--- src/rtl/draw_pkg.sv ---
// draw_pkg: constants and types shared by the rectangle drawing engine and
// the game datapath that issues its commands (screen size, default
// coordinate/colour widths, the 3-bit VGA palette, engine state encoding).
package draw_pkg;

  // Visible raster of the VGA adapter.
  localparam int SCREEN_W = 160;
  localparam int SCREEN_H = 120;

  // Default widths for x / width, y / height and colour.
  localparam int X_W_DEF = 8;
  localparam int Y_W_DEF = 7;
  localparam int C_W_DEF = 3;

  // 3-bit RGB palette.
  localparam logic [2:0] BLACK   = 3'b000;
  localparam logic [2:0] BLUE    = 3'b001;
  localparam logic [2:0] GREEN   = 3'b010;
  localparam logic [2:0] CYAN    = 3'b011;
  localparam logic [2:0] RED     = 3'b100;
  localparam logic [2:0] MAGENTA = 3'b101;
  localparam logic [2:0] YELLOW  = 3'b110;
  localparam logic [2:0] WHITE   = 3'b111;

  // Engine state encoding.
  typedef enum logic [1:0] {
    IDLE = 2'd0,
    DRAW = 2'd1,
    DONE = 2'd2
  } state_t;

endpackage

--- src/rtl/raster_counter.sv ---
// raster_counter: column/row counter pair that walks a w x h rectangle in
// raster order (column fastest). col/row/last/is_edge describe the pixel
// being issued this cycle; the parent registers it into its output stage,
// and the counters store it as the position the next step advances from.
module raster_counter
  import draw_pkg::*;
#(
  parameter int X_W = X_W_DEF,
  parameter int Y_W = Y_W_DEF
) (
  input  logic           clk,
  input  logic           reset,
  input  logic           start,
  input  logic           step,
  input  logic [X_W-1:0] w,
  input  logic [Y_W-1:0] h,
  output logic [X_W-1:0] col,
  output logic [Y_W-1:0] row,
  output logic           last,
  output logic           is_edge
);

  logic [X_W-1:0] col_q;
  logic [Y_W-1:0] row_q;
  logic [X_W-1:0] w_m1;
  logic [Y_W-1:0] h_m1;

  assign w_m1 = w - 1'b1;
  assign h_m1 = h - 1'b1;

  // Pick the pixel issued this cycle: origin on start, raster successor on step.
  always_comb begin
    // NOTE: every output of a combinational block gets a default first, so
    // no path through the if/else leaves it unassigned and infers a latch.
    col = col_q;
    row = row_q;
    if (start) begin
      col = '0;
      row = '0;
    end else if (step) begin
      if (col_q == w_m1) begin
        col = '0;
        row = row_q + 1'b1;
      end else begin
        col = col_q + 1'b1;
      end
    end
  end

  assign last    = (col == w_m1) && (row == h_m1);
  assign is_edge = (col == '0) || (col == w_m1) || (row == '0) || (row == h_m1);

  // Remember the issued pixel so the next step continues from it.
  always_ff @(posedge clk) begin
    // NOTE: state registers use non-blocking assignments so every flop
    // samples values from before the edge, independent of statement order.
    if (reset) begin
      col_q <= '0;
      row_q <= '0;
    end else begin
      col_q <= col;
      row_q <= row;
    end
  end

endmodule

--- src/rtl/rect_plotter.sv ---
// rect_plotter: accepts one rectangle command per valid/ready handshake and
// streams it to the 160x120 VGA adapter as one pixel write per clock, either
// solid or border-only. Adapter-facing outputs are registered; the pixel for
// the next cycle is computed from the command fields (on accept) or from the
// latched fields (while drawing).
// Optional build macro RECT_PLOTTER_CLIP_EN: suppress plot for pixels that
// fall off-screen or whose coordinate addition overflowed.
module rect_plotter
  import draw_pkg::*;
#(
  parameter int X_W = X_W_DEF,
  parameter int Y_W = Y_W_DEF,
  parameter int C_W = C_W_DEF
) (
  input  logic           clk,
  input  logic           reset,
  input  logic           cmd_valid,
  output logic           cmd_ready,
  input  logic [X_W-1:0] cmd_x,
  input  logic [Y_W-1:0] cmd_y,
  input  logic [X_W-1:0] cmd_w,
  input  logic [Y_W-1:0] cmd_h,
  input  logic [C_W-1:0] cmd_colour,
  input  logic           cmd_outline,
  output logic [X_W-1:0] xout,
  output logic [Y_W-1:0] yout,
  output logic [C_W-1:0] colourout,
  output logic           plot,
  output logic           busy,
  output logic           done
);

  state_t         state_q, state_d;

  // Command fields latched on accept.
  logic [X_W-1:0] x_q, w_q;
  logic [Y_W-1:0] y_q, h_q;
  logic [C_W-1:0] colour_q;
  logic           outline_q;
  // The pixel currently on the outputs is the last of the rectangle.
  logic           last_q;

  logic           accept, empty_cmd, start, step, issue;
  logic [X_W-1:0] x_eff, w_eff;
  logic [Y_W-1:0] y_eff, h_eff;
  logic [C_W-1:0] colour_eff;
  logic           outline_eff;

  logic [X_W-1:0] col;
  logic [Y_W-1:0] row;
  logic           pix_last, pix_edge;

  logic [X_W-1:0] x_sum;
  logic [Y_W-1:0] y_sum;
  logic           clip_ok;
  logic           pix_on;

  assign accept    = (state_q == IDLE) && cmd_valid;
  assign empty_cmd = (cmd_w == '0) || (cmd_h == '0);
  assign start     = accept && !empty_cmd;
  assign step      = (state_q == DRAW) && !last_q;
  assign issue     = start || step;

  // On the accept cycle the first pixel comes straight from the command.
  assign x_eff       = start ? cmd_x       : x_q;
  assign y_eff       = start ? cmd_y       : y_q;
  assign w_eff       = start ? cmd_w       : w_q;
  assign h_eff       = start ? cmd_h       : h_q;
  assign colour_eff  = start ? cmd_colour  : colour_q;
  assign outline_eff = start ? cmd_outline : outline_q;

  raster_counter #(
    .X_W (X_W),
    .Y_W (Y_W)
  ) u_raster (
    .clk     (clk),
    .reset   (reset),
    .start   (start),
    .step    (step),
    .w       (w_eff),
    .h       (h_eff),
    .col     (col),
    .row     (row),
    .last    (pix_last),
    .is_edge (pix_edge)
  );

`ifdef RECT_PLOTTER_CLIP_EN
  // One extra bit catches wrap-around of the coordinate addition.
  logic [X_W:0] x_wide;
  logic [Y_W:0] y_wide;

  assign x_wide  = {1'b0, x_eff} + {1'b0, col};
  assign y_wide  = {1'b0, y_eff} + {1'b0, row};
  assign x_sum   = x_wide[X_W-1:0];
  assign y_sum   = y_wide[Y_W-1:0];
  assign clip_ok = !x_wide[X_W] && !y_wide[Y_W] &&
                   (x_sum < X_W'(SCREEN_W)) && (y_sum < Y_W'(SCREEN_H));
`else
  // Coordinates wrap modulo the port widths; nothing is suppressed.
  assign x_sum   = x_eff + col;
  assign y_sum   = y_eff + row;
  assign clip_ok = 1'b1;
`endif

  assign pix_on = (!outline_eff || pix_edge) && clip_ok;

  // Next-state logic: IDLE -> DRAW (or DONE when empty) -> DONE -> IDLE.
  always_comb begin
    state_d = state_q;
    case (state_q)
      IDLE:    if (accept) state_d = empty_cmd ? DONE : DRAW;
      DRAW:    if (last_q) state_d = DONE;
      DONE:    state_d = IDLE;
      default: state_d = IDLE;
    endcase
  end

  // State register.
  always_ff @(posedge clk) begin
    if (reset) state_q <= IDLE;
    else       state_q <= state_d;
  end

  // Latch command fields and register the pixel issued this cycle.
  always_ff @(posedge clk) begin
    if (reset) begin
      x_q       <= '0;
      y_q       <= '0;
      w_q       <= '0;
      h_q       <= '0;
      colour_q  <= '0;
      outline_q <= 1'b0;
      last_q    <= 1'b0;
      xout      <= '0;
      yout      <= '0;
      colourout <= '0;
      plot      <= 1'b0;
    end else begin
      if (accept) begin
        x_q       <= cmd_x;
        y_q       <= cmd_y;
        w_q       <= cmd_w;
        h_q       <= cmd_h;
        colour_q  <= cmd_colour;
        outline_q <= cmd_outline;
      end
      if (issue) last_q <= pix_last;
      xout      <= issue ? x_sum      : '0;
      yout      <= issue ? y_sum      : '0;
      colourout <= issue ? colour_eff : '0;
      plot      <= issue && pix_on;
    end
  end

  assign cmd_ready = (state_q == IDLE);
  assign busy      = (state_q != IDLE);
  assign done      = (state_q == DONE);

endmodule

--- config.mk ---
export PLATFORM = sky130hd
export DESIGN_NAME = rect_plotter
export DESIGN_NICKNAME = d
export VERILOG_FILES = /design/src/rtl/draw_pkg.sv /design/src/rtl/raster_counter.sv /design/src/rtl/rect_plotter.sv
export SDC_FILE = /design/constraint.sdc
export NUM_CORES = 1
export LEC_CHECK = 0
export BUFFER_PORTS_ARGS = -buffer_cell sky130_fd_sc_hd__buf_2
export CAP_MARGIN = 20
export CORE_MARGIN = 3
export CORE_UTILIZATION = 60
export CTS_BUF_LIST = sky130_fd_sc_hd__clkbuf_8
export CTS_CLUSTER_SIZE = 16
export DETAILED_ROUTE_END_ITERATION = 16
export PLACE_DENSITY_LB_ADDON = 0.08
export SYNTH_ARGS = -nofsm -noshare
export SYNTH_HDL_FRONTEND = slang
export SYNTH_SLANG_ARGS = --single-unit
--- constraint.sdc ---
create_clock -name clk -period 11.1 [get_ports clk]
set_input_delay 1.11 -clock clk [delete_from_list [all_inputs] [get_ports clk]]
set_output_delay 1.11 -clock clk [all_outputs]
set_load 0.01 [all_outputs]
# Word level (Yosys, flattened, before mapping)
# Cells that the tools add are included.
op_classes:
  n_eq_ne: 7
  n_reduce_logical: 22
  addsub: 6
  bitwise: 1
  muxes: 16
ops:
  columns: ["cell", "n"]
  rows:
  - ["$mux W8", 5]
  - ["$mux W7", 5]
  - ["$eq A8 B8 Y1", 2]
  - ["$logic_not A8 Y1", 2]
  - ["$logic_not A7 Y1", 2]
  - ["$add A8 B1 Y8 const B", 1]
  - ["$add A8 B8 Y8", 1]
  - ["$sub A8 B1 Y8 const B", 1]
  - ["$add A7 B1 Y7 const B", 1]
  - ["$add A7 B7 Y7", 1]
  - ["$eq A7 B7 Y1", 1]
  - ["$sub A7 B1 Y7 const B", 1]
  - ["$logic_or A1 B1 Y1", 6]
  - ["$mux W2", 3]
  - ["$logic_and A1 B1 Y1", 5]
  - ["$pmux W2 S2", 1]
  - ["$logic_not A1 Y1", 3]
  - ["$mux W3", 1]
  - ["$eq A2 B1 Y1 const B", 1]
  - ["$eq A2 B2 Y1 const B", 1]
  - ["$logic_not A2 Y1", 1]
  - ["$ne A2 B1 Y1 const B", 1]
  - ["$ne A2 B2 Y1 const B", 1]
  - ["$reduce_and A2 Y1", 1]
  - ["4 further kinds", 4]
totals:
  ff_bits: 71
  wordCells: 66

# Logic depth before layout (Yosys ltp)
# Gate-level depths: netlist (run 1).
logic_depth:
  depth_word: 16
  ltp_mapped: 30
  mapped_depth_nobuf: 25

# Modules after synthesis
# Synthesis (run 1) repeated with hierarchy kept, for this count alone.
unflattened:
  hier_cells: 525
  area_unflattened_um2: 4360.4
by_module_without_submodules:
  columns: ["mod", "cells_per_inst", "n_inst", "area_each_um2", "seq_area_each_um2"]
  rows:
  - ["rect_plotter", 323, 1, 2822.7, 1121.1]
  - ["raster_counter", 202, 1, 1537.7, 300.3]

# Least setup slack after synthesis (run 1)
# OpenSTA, ideal clock, no wires.
synth_path:
  path_kind: "input port to flip-flop"
  startpoint: "input cmd_valid"
  endpoint: "register xout[7]"
  n_path_buf: 6
  path_stages: 29
  setup_slack_ns: 2.980
  t_arrival_ns: 8.049
  t_required_ns: 11.029
  setup_ns: 0.071
  path_cell_list: "nor3b_2 -> o41ai_4 -> nor2_4 -> clkbuf_1 -> clkbuf_1 -> clkbuf_1 -> buf_1 -> mux2i_1 -> ha_1 -> or3b_2 -> or4_1 -> nand4_1 -> and3_1 -> o21ai_1 -> or4_1 -> buf_2 -> o21ai_1 -> clkbuf_1 -> nor2_1 -> ha_1 -> a21o_1 -> a21o_1 -> a21o_1 -> a21oi_1 -> o21bai_1 -> a21oi_1 -> xor2_1 -> or3_1 -> a21oi_1"
synth_between:
  elab_chain_len: 9
  elab_cells_between_ends: 13
synth_lines:
  columns: ["item", "line_no", "text"]
  rows:
  - ["start: declaration", "rect_plotter.sv:17", "input logic cmd_valid,"]
  - ["$logic_and A1 B1 Y1 (*)", "rect_plotter.sv:58", "assign accept = (state_q == IDLE) && cmd_valid;"]
  - ["$logic_and A1 B1 Y1 (*)", "rect_plotter.sv:60", "assign start = accept && !empty_cmd;"]
  - ["$mux W8", "rect_plotter.sv:67", "assign w_eff = start ? cmd_w : w_q;"]
  - ["$sub A8 B1 Y8", "raster_counter.sv:28", "assign w_m1 = w - 1'b1;"]
  - ["$eq A8 B8 Y1", "raster_counter.sv:41", "if (col_q == w_m1) begin"]
  - ["$mux W8", "raster_counter.sv:41", null]
  - ["$mux W8", "raster_counter.sv:40", "end else if (step) begin"]
  - ["$mux W8 (*)", "raster_counter.sv:37", "if (start) begin"]
  - ["via col[0]", "rect_plotter.sv:49", "logic [X_W-1:0] col;"]
  - ["$add A8 B8 Y8 (*)", "rect_plotter.sv:101", "assign x_sum = x_eff + col;"]
  - ["end signal: assignment", "rect_plotter.sv:149", "xout <= issue ? x_sum : '0;"]
  - ["end: declaration", "rect_plotter.sv:25", "output logic [X_W-1:0] xout,"]
# The timed path passes the listed nets; every way through them passes the cells marked *.
# A chain may end at the register's enable or synchronous reset.

# Worst setup path in the final report (run 1)
# Ends and elaborated chain as after synthesis.

==> metrics.yaml, run 1 <==
hold_class: "reg -> reg"
reg2regPathDepth: 25
rrSetupSlack_ps: 3970
min_period_ps: 7570
slew_viol_final: 0
port_buffers: 58
clock_sinks: 71
min-delay-start: "colour_q[1]$_SDFFE_PP0P_"
hold_violations: 0
fin_area_um2: 5030
dr.first_iter.drc_count: 341
drc: 0
synth_area_um2: 4470
placedInstanceArea_um2: 4800
synth_area_per_cell_um2: 7.62
cts_max_level: 3
antenna_found_initial: 0
path_clk_slew_ps: 80
fin_crit_sh_pct: 68.2
cts_hold_buf: 0
drv_cap: 0
routedWlPerCell_um: 15.9
end_kind: "register"
dieArea_um2: 8520
clock.fmax_ghz: 0.132
dp.cells: 716
viasPerCell: 5.89
first_pass_iters: 5
syn_inst: 587
cp_max_fo: 36
max-slew-margin-rel_pct: 32.4
die_h_um: 92.3
syn_to_final_growth_pct: 12.6
worstMarginPinSlew_ps: 1010
grt_max_degree: 55
grt_usage_pct: 27.8
cts_tree: "built"
yosysWarningCount: 0
grt_overflow: 0
fin_skew_ps: 6.38
antenna_cells: 0
vdd_ir_drop_max_mv: 0.0861
insertion_delay_ps: 350
r2r_start: "state_q[0]$_SDFFE_PP0P_"
whs_path_depth: 2
tns_ps: 0
rsz0062_at_grt: "false"
power_w: 0.000653
p_per_area_nw_per_um2: 130
utilization_pct: 71.7
worstSetupPathType: "in -> reg"
die_w_um: 92.3
ys_types: 63
grt_pass1_wl_mm: 19.0
synth_edf_count: 0
ys_seq_elements: 71
vias: 4323
max-clock-path-buffers: 2
core_um2: 7020
synthesis.nets: 643
cts_setup_buffers: 0
setup.worst_path.start_class: "primary input"
pin_count: 59
nNetsFinal: 689
async_flop_share_pct: 0
ant_nets: 0
p_leak_nw: 2.19
first_global_vias: 3953
status: "completed"
gp_congestion: 0.939
start_util_pct: 63.7
worstSetupStartpoint: "cmd_valid"
cp_data_required_time_ps: 11370
root_buffer: "clkbuf_8"
hpwlAfterDp_mm: 8.24
wl_mm: 11.7
rows: 30
stdcell_count: 734
fillers: 588
finalSetupViolations: 0
cts_resized: 0
cts_made_buffers: 9
crit_arrival_ps: 7840
drive_above_1_share_pct: 15.5
synth_flop_cell: "dfxtp_1"
synth_seq_area_share_pct: 31.8
## through the flow
stage / worst slack (ps) / hold WS (ps)
2_1_floorplan: 2980 / 436
3_3_place_gp: 3080 / 442
3_5_place_dp: 2930 / 448
4_1_cts: 3270 / 460
5_1_grt: 3230 / 474
6_report: 3530 / 457
## cell usage after synthesis, drive strengths merged, types with 2 or more instances
library cell | count | area (um2)
inv | 14 | 52.6
dfxtp | 71 | 1420
nor3 | 19 | 100
a31oi | 6 | 37.5
or4 | 6 | 52.6
o32ai | 3 | 26.3
o41ai | 4 | 53.8
nand2 | 134 | 505
and2 | 5 | 31.3
nor2b | 6 | 37.5
nor4 | 7 | 43.8
o311ai | 3 | 26.3
o2111ai | 3 | 26.3
and3 | 8 | 50.1
o21ai | 14 | 70.1
buf | 7 | 35.0
mux2 | 2 | 22.5
xnor2 | 27 | 236
or2 | 3 | 18.8
o31ai | 3 | 27.5
clkbuf | 23 | 86.3
or3 | 8 | 50.1
nor2 | 45 | 179
o211ai | 3 | 22.5
nand3b | 2 | 15.0
fa | 2 | 40.0
o21bai | 2 | 15.0
or4b | 2 | 23.8
xor2 | 21 | 184
a21oi | 54 | 270
a21o | 8 | 60.1
nand4 | 10 | 62.6
nand2b | 4 | 25.0
nor3b | 4 | 35.0
nand3 | 14 | 70.1
mux2i | 12 | 133
ha | 17 | 213
## power by group
| part | switching [W] | leakage, nW | internal (W) | total [W] |
|---|---|---|---|---|
| clock | 0.000106 | 0.110 | 0.000127 | 0.000233 |
| sequential | 0.00000861 | 0.580 | 0.000267 | 0.000275 |
| combinational | 0.0000886 | 1.50 | 0.0000564 | 0.000145 |
| total | 0.000203 | 2.19 | 0.000450 | 0.000653 |
## worst paths after layout
path	to
min reg2reg	colour_q[1]$_SDFFE_PP0P_
min	colour_q[1]$_SDFFE_PP0P_
max reg2reg	xout[7]$_SDFF_PP0_
max	xout[7]$_SDFF_PP0_
## area by class of cell
class / instances / area, um2 / share of cell area (%)
clock buffers: 9 / 124 / 2.46
clock inverters: 7 / 95.1 / 1.89
inverters: 14 / 52.6 / 1.04
multi-input cells: 472 / 2880 / 57.2
flip-flops and latches: 71 / 1420 / 28.2
well taps: 96 / 120 / 2.39
repair buffers: 65 / 340 / 6.76
## kinds of logic (layout without fill, tap and decap cells)
| group | count (synthesis) | in the layout | share of synthesized area, % |
|---|---|---|---|
| and+or+nand+nor | 278 | 278 | 29.3 |
| AOI/OAI and AO/OA | 112 | 112 | 16.0 |
| DFF | 71 | 71 | 31.8 |
| xor gates and xnor gates | 49 | 49 | 9.94 |
| buffers and inverters | 44 | 95 | 3.89 |
| adders and majority gates | 19 | 19 | 5.65 |
| muxes | 14 | 14 | 3.47 |
## registers in the layout, indices dropped and copies added (netlist names)
register and cells:
w_q 8, last_q 1, plot 1, u_raster.row_q 7, x_q 8, xout 8, colour_q 3, y_q 7
h_q 7, colourout 3, u_raster.col_q 8, state_q 2, yout 7, outline_q 1
## placed cells by master, fill, tap and decap left out, drive strengths merged, types with 3 or more instances in the layout
master	n
o2111ai	3
or4	6
nand3	14
or2	3
o21ai	14
nand4	10
clkbuf	9
nand2	134
ha	17
inv	16
mux2i	12
buf	65
and2	5
a21oi	54
nor2b	6
or3	8
nor4	7
xnor2	27
nor3b	4
dfxtp	71
a31oi	6
o31ai	3
xor2	21
o41ai	4
o32ai	3
nor3	19
nand2b	4
nor2	45
o211ai	3
o311ai	3
a21o	8
and3	8
## critical path, stage by stage
cell	delay, ps
buf_2	100
nor3b_4	170
buf_4	410
o41a_1	500
nand2_1	140
a22oi_1	470
ha_1	360
or3b_2	500
or4_1	400
nand4_1	160
and3_1	180
o21ai_1	80
or4_1	680
o21ai_1	310
buf_4	260
nor2_1	80
ha_1	220
a21o_1	160
a21o_1	200
a21o_1	180
a21oi_1	240
o21bai_1	100
a21oi_1	180
xor2_1	110
or3_1	360
a21oi_1	160
## layer usage
metal  GRT usage (%)  part of all wire, %
met3            3.98                  5.5
met5               0                    0
met1            35.8                   44
met2            48.0                   50
met4            8.54                 0.93
(Power assumes the default switching activity.)
==> run 2, diff against run 1 <==
--- a/config.mk
+++ b/config.mk
@@ -5,10 +5,11 @@
 export SDC_FILE = /design/constraint.sdc
 export NUM_CORES = 1
 export LEC_CHECK = 0
+export ABC_AREA = 1
 export BUFFER_PORTS_ARGS = -buffer_cell sky130_fd_sc_hd__buf_2
 export CAP_MARGIN = 20
 export CORE_MARGIN = 3
-export CORE_UTILIZATION = 60
+export CORE_UTILIZATION = 55
 export CTS_BUF_LIST = sky130_fd_sc_hd__clkbuf_8
 export CTS_CLUSTER_SIZE = 16
 export DETAILED_ROUTE_END_ITERATION = 16
==> constraint.sdc (replaced) <==
create_clock -name clk -period 6.33 [get_ports clk]
set_input_delay 0.633 -clock clk [delete_from_list [all_inputs] [get_ports clk]]
set_output_delay 0.633 -clock clk [all_outputs]
set_load 0.01 [all_outputs]
==> run 2 against run 1 <==
Net effect:
- global-route usage shrank 2.6 points
- die area is 11% higher
- synthesized cell count is 22% higher
- cell count up 18%
- routed wire length increased by 1.3%
- core utilization fell by 7.5 points
- clock power grew 49%
- combinational power up 140%
- clock skew increased by 3.9 ps
- hold slack gained 3.8 ps
==> metrics.yaml, run 2 <==
status: "completed"
highest_layer: "met4"
insertion_delay_ps: 360  # about the same
pin_count: 59  # unchanged
finalSetupViolations: 0  # unchanged
reg2regPathDepth: 29  # +16%
synthesis.nets: 770  # +20%
cpMaxStageDelayCell: "nor2_2"
p_leak_nw: 2.70  # +23%
whs_path_depth: 2  # unchanged
ys_top_cells_by_count: "nand2_1 (170), nor2_1 (121), inv_1 (97), dfxtp_1 (71), o21ai_0 (49)"
multiInputGateArea_um2: 2650  # -8.2%
min_period_ps: 5070
final_cell_mix: "nand2_1 (170), nor2_1 (121), inv_1 (97)"
synth_area_um2: 4560  # +2.0%
min-delay-start: "h_q[0]$_SDFFE_PP0P_"
die_h_um: 97.1  # +5.2%
hold_ws_ps: 461  # +3.82 ps
dr.first_iter.drc_count: 264  # -23%
max-clock-path-buffers: 2  # unchanged
path_clk_slew_ps: 80  # about the same
clock.fmax_ghz: 0.197
ant_nets: 0  # unchanged
seqCellArea_um2: 1420  # unchanged
ys_seq_elements: 71  # unchanged
antenna_cells: 0  # unchanged
synth_edf_count: 0  # unchanged
dieArea_um2: 9420  # +11%
cts_setup_buffers: 0  # unchanged
grt_usage_pct: 25.2  # -2.6 points
yosysWarningCount: 0  # unchanged
grt_max_degree: 46  # -16%
worstSetupPathType: "reg -> reg"
cts_hold_buf: 0  # unchanged
yosysMostFrequentCell: "nand2_1"
fin_skew_ps: 10.3  # +3.94 ps
drc: 0  # unchanged
yosysTopAreaCell: "dfxtp_1"
cp_max_fo: 44  # +22%
hpwlAfterDp_mm: 8.77  # +6.5%
route.met3.wl_um: 624  # -3.1%
crit_path_max_incr_delay_ps: 460  # -220 ps
r2r_end: "yout[6]$_SDFF_PP0_"
core_um2: 7890  # +12%
cts_max_level: 3  # unchanged
slew_viol_final: 0  # unchanged
p_per_area_nw_per_um2: 234  # +81%
synth.area.top_cells: "dfxtp_1 (31%), nand2_1 (14%), nor2_1 (10%), inv_1 (8.0%), o21ai_0 (5.4%)"
drv_cap: 0  # unchanged
fin_crit_sh_pct: 80.1
stdcell_count: 869  # +18%
vias: 4564  # +5.6%
port_buffers: 58  # unchanged
grt_pass1_wl_mm: 19.6  # +3.2%
tns_ps: 0  # unchanged
routedWlPerCell_um: 13.6  # -14%
async_flop_share_pct: 0  # unchanged
hold_violations: 0  # unchanged
viasPerCell: 5.25  # -11%
vdd_ir_drop_max_mv: 0.156  # +81%
cts_tree: "built"
layout_commonest_cell: "nand2_1"
nNetsFinal: 818  # +19%
dp.cells: 853  # +19%
first_global_vias: 4276  # +8.2%
cts_resized: 0  # unchanged
syn_to_final_growth_pct: 11.1
syn_inst: 714  # +22%
worstSetupStartpoint: "state_q[1]$_SDFFE_PP0P_"
hold_class: "reg -> reg"
end_kind: "register"
r2r_start: "state_q[1]$_SDFFE_PP0P_"
ys_types: 42  # -33%
antenna_found_initial: 0  # unchanged
rsz0062_at_grt: "false"
wl_mm: 11.8  # +1.3%
clock_sinks: 71  # unchanged
synth_flop_cell: "dfxtp_1"
die_w_um: 97.1  # +5.2%
drt-met1-wl_mm: 5.58  # +9.7%
synth_area_per_cell_um2: 6.39  # -16%
rrSetupSlack_ps: 1260  # -2710 ps
start_util_pct: 57.8  # -5.9 points
hold_path_end: "h_q[0]$_SDFFE_PP0P_"
drive_above_1_share_pct: 14.9  # -0.65 points
met2_wirelength_mm: 5.46  # -6.4%
synth_seq_area_share_pct: 31.2  # -0.64 points
worstMarginPinSlew_ps: 954  # -59.2 ps
yosysTopAreaCellShare_pct: 31.2  # -0.64 points
grt_overflow: 0  # unchanged
first_pass_iters: 5  # unchanged
root_buffer: "clkbuf_8"
rows: 32  # +6.7%
fillers: 741  # +26%
cts_made_buffers: 9  # unchanged
max-slew-margin-rel_pct: 36.3  # +3.9 points
gp_congestion: 0.926  # -1.4%
cp_data_required_time_ps: 6610  # -4760 ps
setup.worst_path.start_class: "register"
crit_arrival_ps: 5350  # -2490 ps
[run 2: cell count changes in the layout (fill, tap and decap cells not counted), sizes merged, moves of 11 or more]
cell   delta
nor2     +86
inv      +86
o21ai    +38
xor2     -11
xnor2    -24
nor3     -12
nand3    +37
a21oi    -28
nand2    +47
mux2i    -12
[run 2: critical path, delay by kind of cell (launching register included)]
| kind | cells | cell delay, ps |
|---|---|---|
| DFF | 1 | 350 |
| adders and majority gates | 3 | 810 |
| buffers and inverters | 6 | 750 |
| xor gates and xnor gates | 2 | 330 |
| AOI/OAI and AO/OA | 4 | 450 |
| and+or+nand+nor | 14 | 2310 |
[run 2: final cells by class]
class                      instances  share of cell area, %
tap                              102                   2.52
clock buffer                      10                   2.72
timing repair buffer              61                   6.17
clock inverter                     6                  0.864
sequential                        71                   28.0
inverter                         101                   7.48
multi-input combinational        518                   52.2
[run 2: per-stage QoR]
step           setup WS (ps)  util, %  power, W  cell area [um2]
4_1_cts                 1230     64.2   0.00119             5070
3_3_place_gp            1100     61.9  0.000835             4890
2_1_floorplan           1960        -  0.000760             4560
5_1_grt                  635     64.2   0.00126             5070
3_5_place_dp             897     61.9  0.000844             4890
6_report                1260     64.2   0.00119             5070
[run 2: power by group]
| group | leakage, nW | switching [W] | internal, W | total (W) |
|---|---|---|---|---|
| Sequential | 0.583 | 0.0000144 | 0.000479 | 0.000493 |
| Combinational | 2.02 | 0.000230 | 0.000116 | 0.000346 |
| Clock | 0.0930 | 0.000193 | 0.000155 | 0.000348 |
| Total | 2.70 | 0.000438 | 0.000750 | 0.00119 |
[run 2: logic make-up after synthesis]
family,synth area share (%)
simple gates,39.4
buf+inv,10.9
compound gates,10.1
flops,31.2
fa+ha+maj,5.54
xor+xnor,2.99
[run 2: metal layers]
layer / global-route usage, % / vias up
met1: 33.5 / 2058
met4: 7.24 / 0
li1: - / 2344
met2: 41.8 / 145
met5: 0 / -
met3: 4.52 / 17
[run 2: worst max-delay path by stage]
stage / end / slack, ps / depth (start not counted)
detailed placement: yout[6]$_SDFF_PP0_ / 900 / 29
finish: yout[6]$_SDFF_PP0_ / 1260 / 29
global route: yout[6]$_SDFF_PP0_ / 630 / 29
global placement: yout[6]$_SDFF_PP0_ / 1100 / 29
floorplan: yout[6]$_SDFF_PP0_ / 1960 / 32
CTS: yout[6]$_SDFF_PP0_ / 1230 / 29
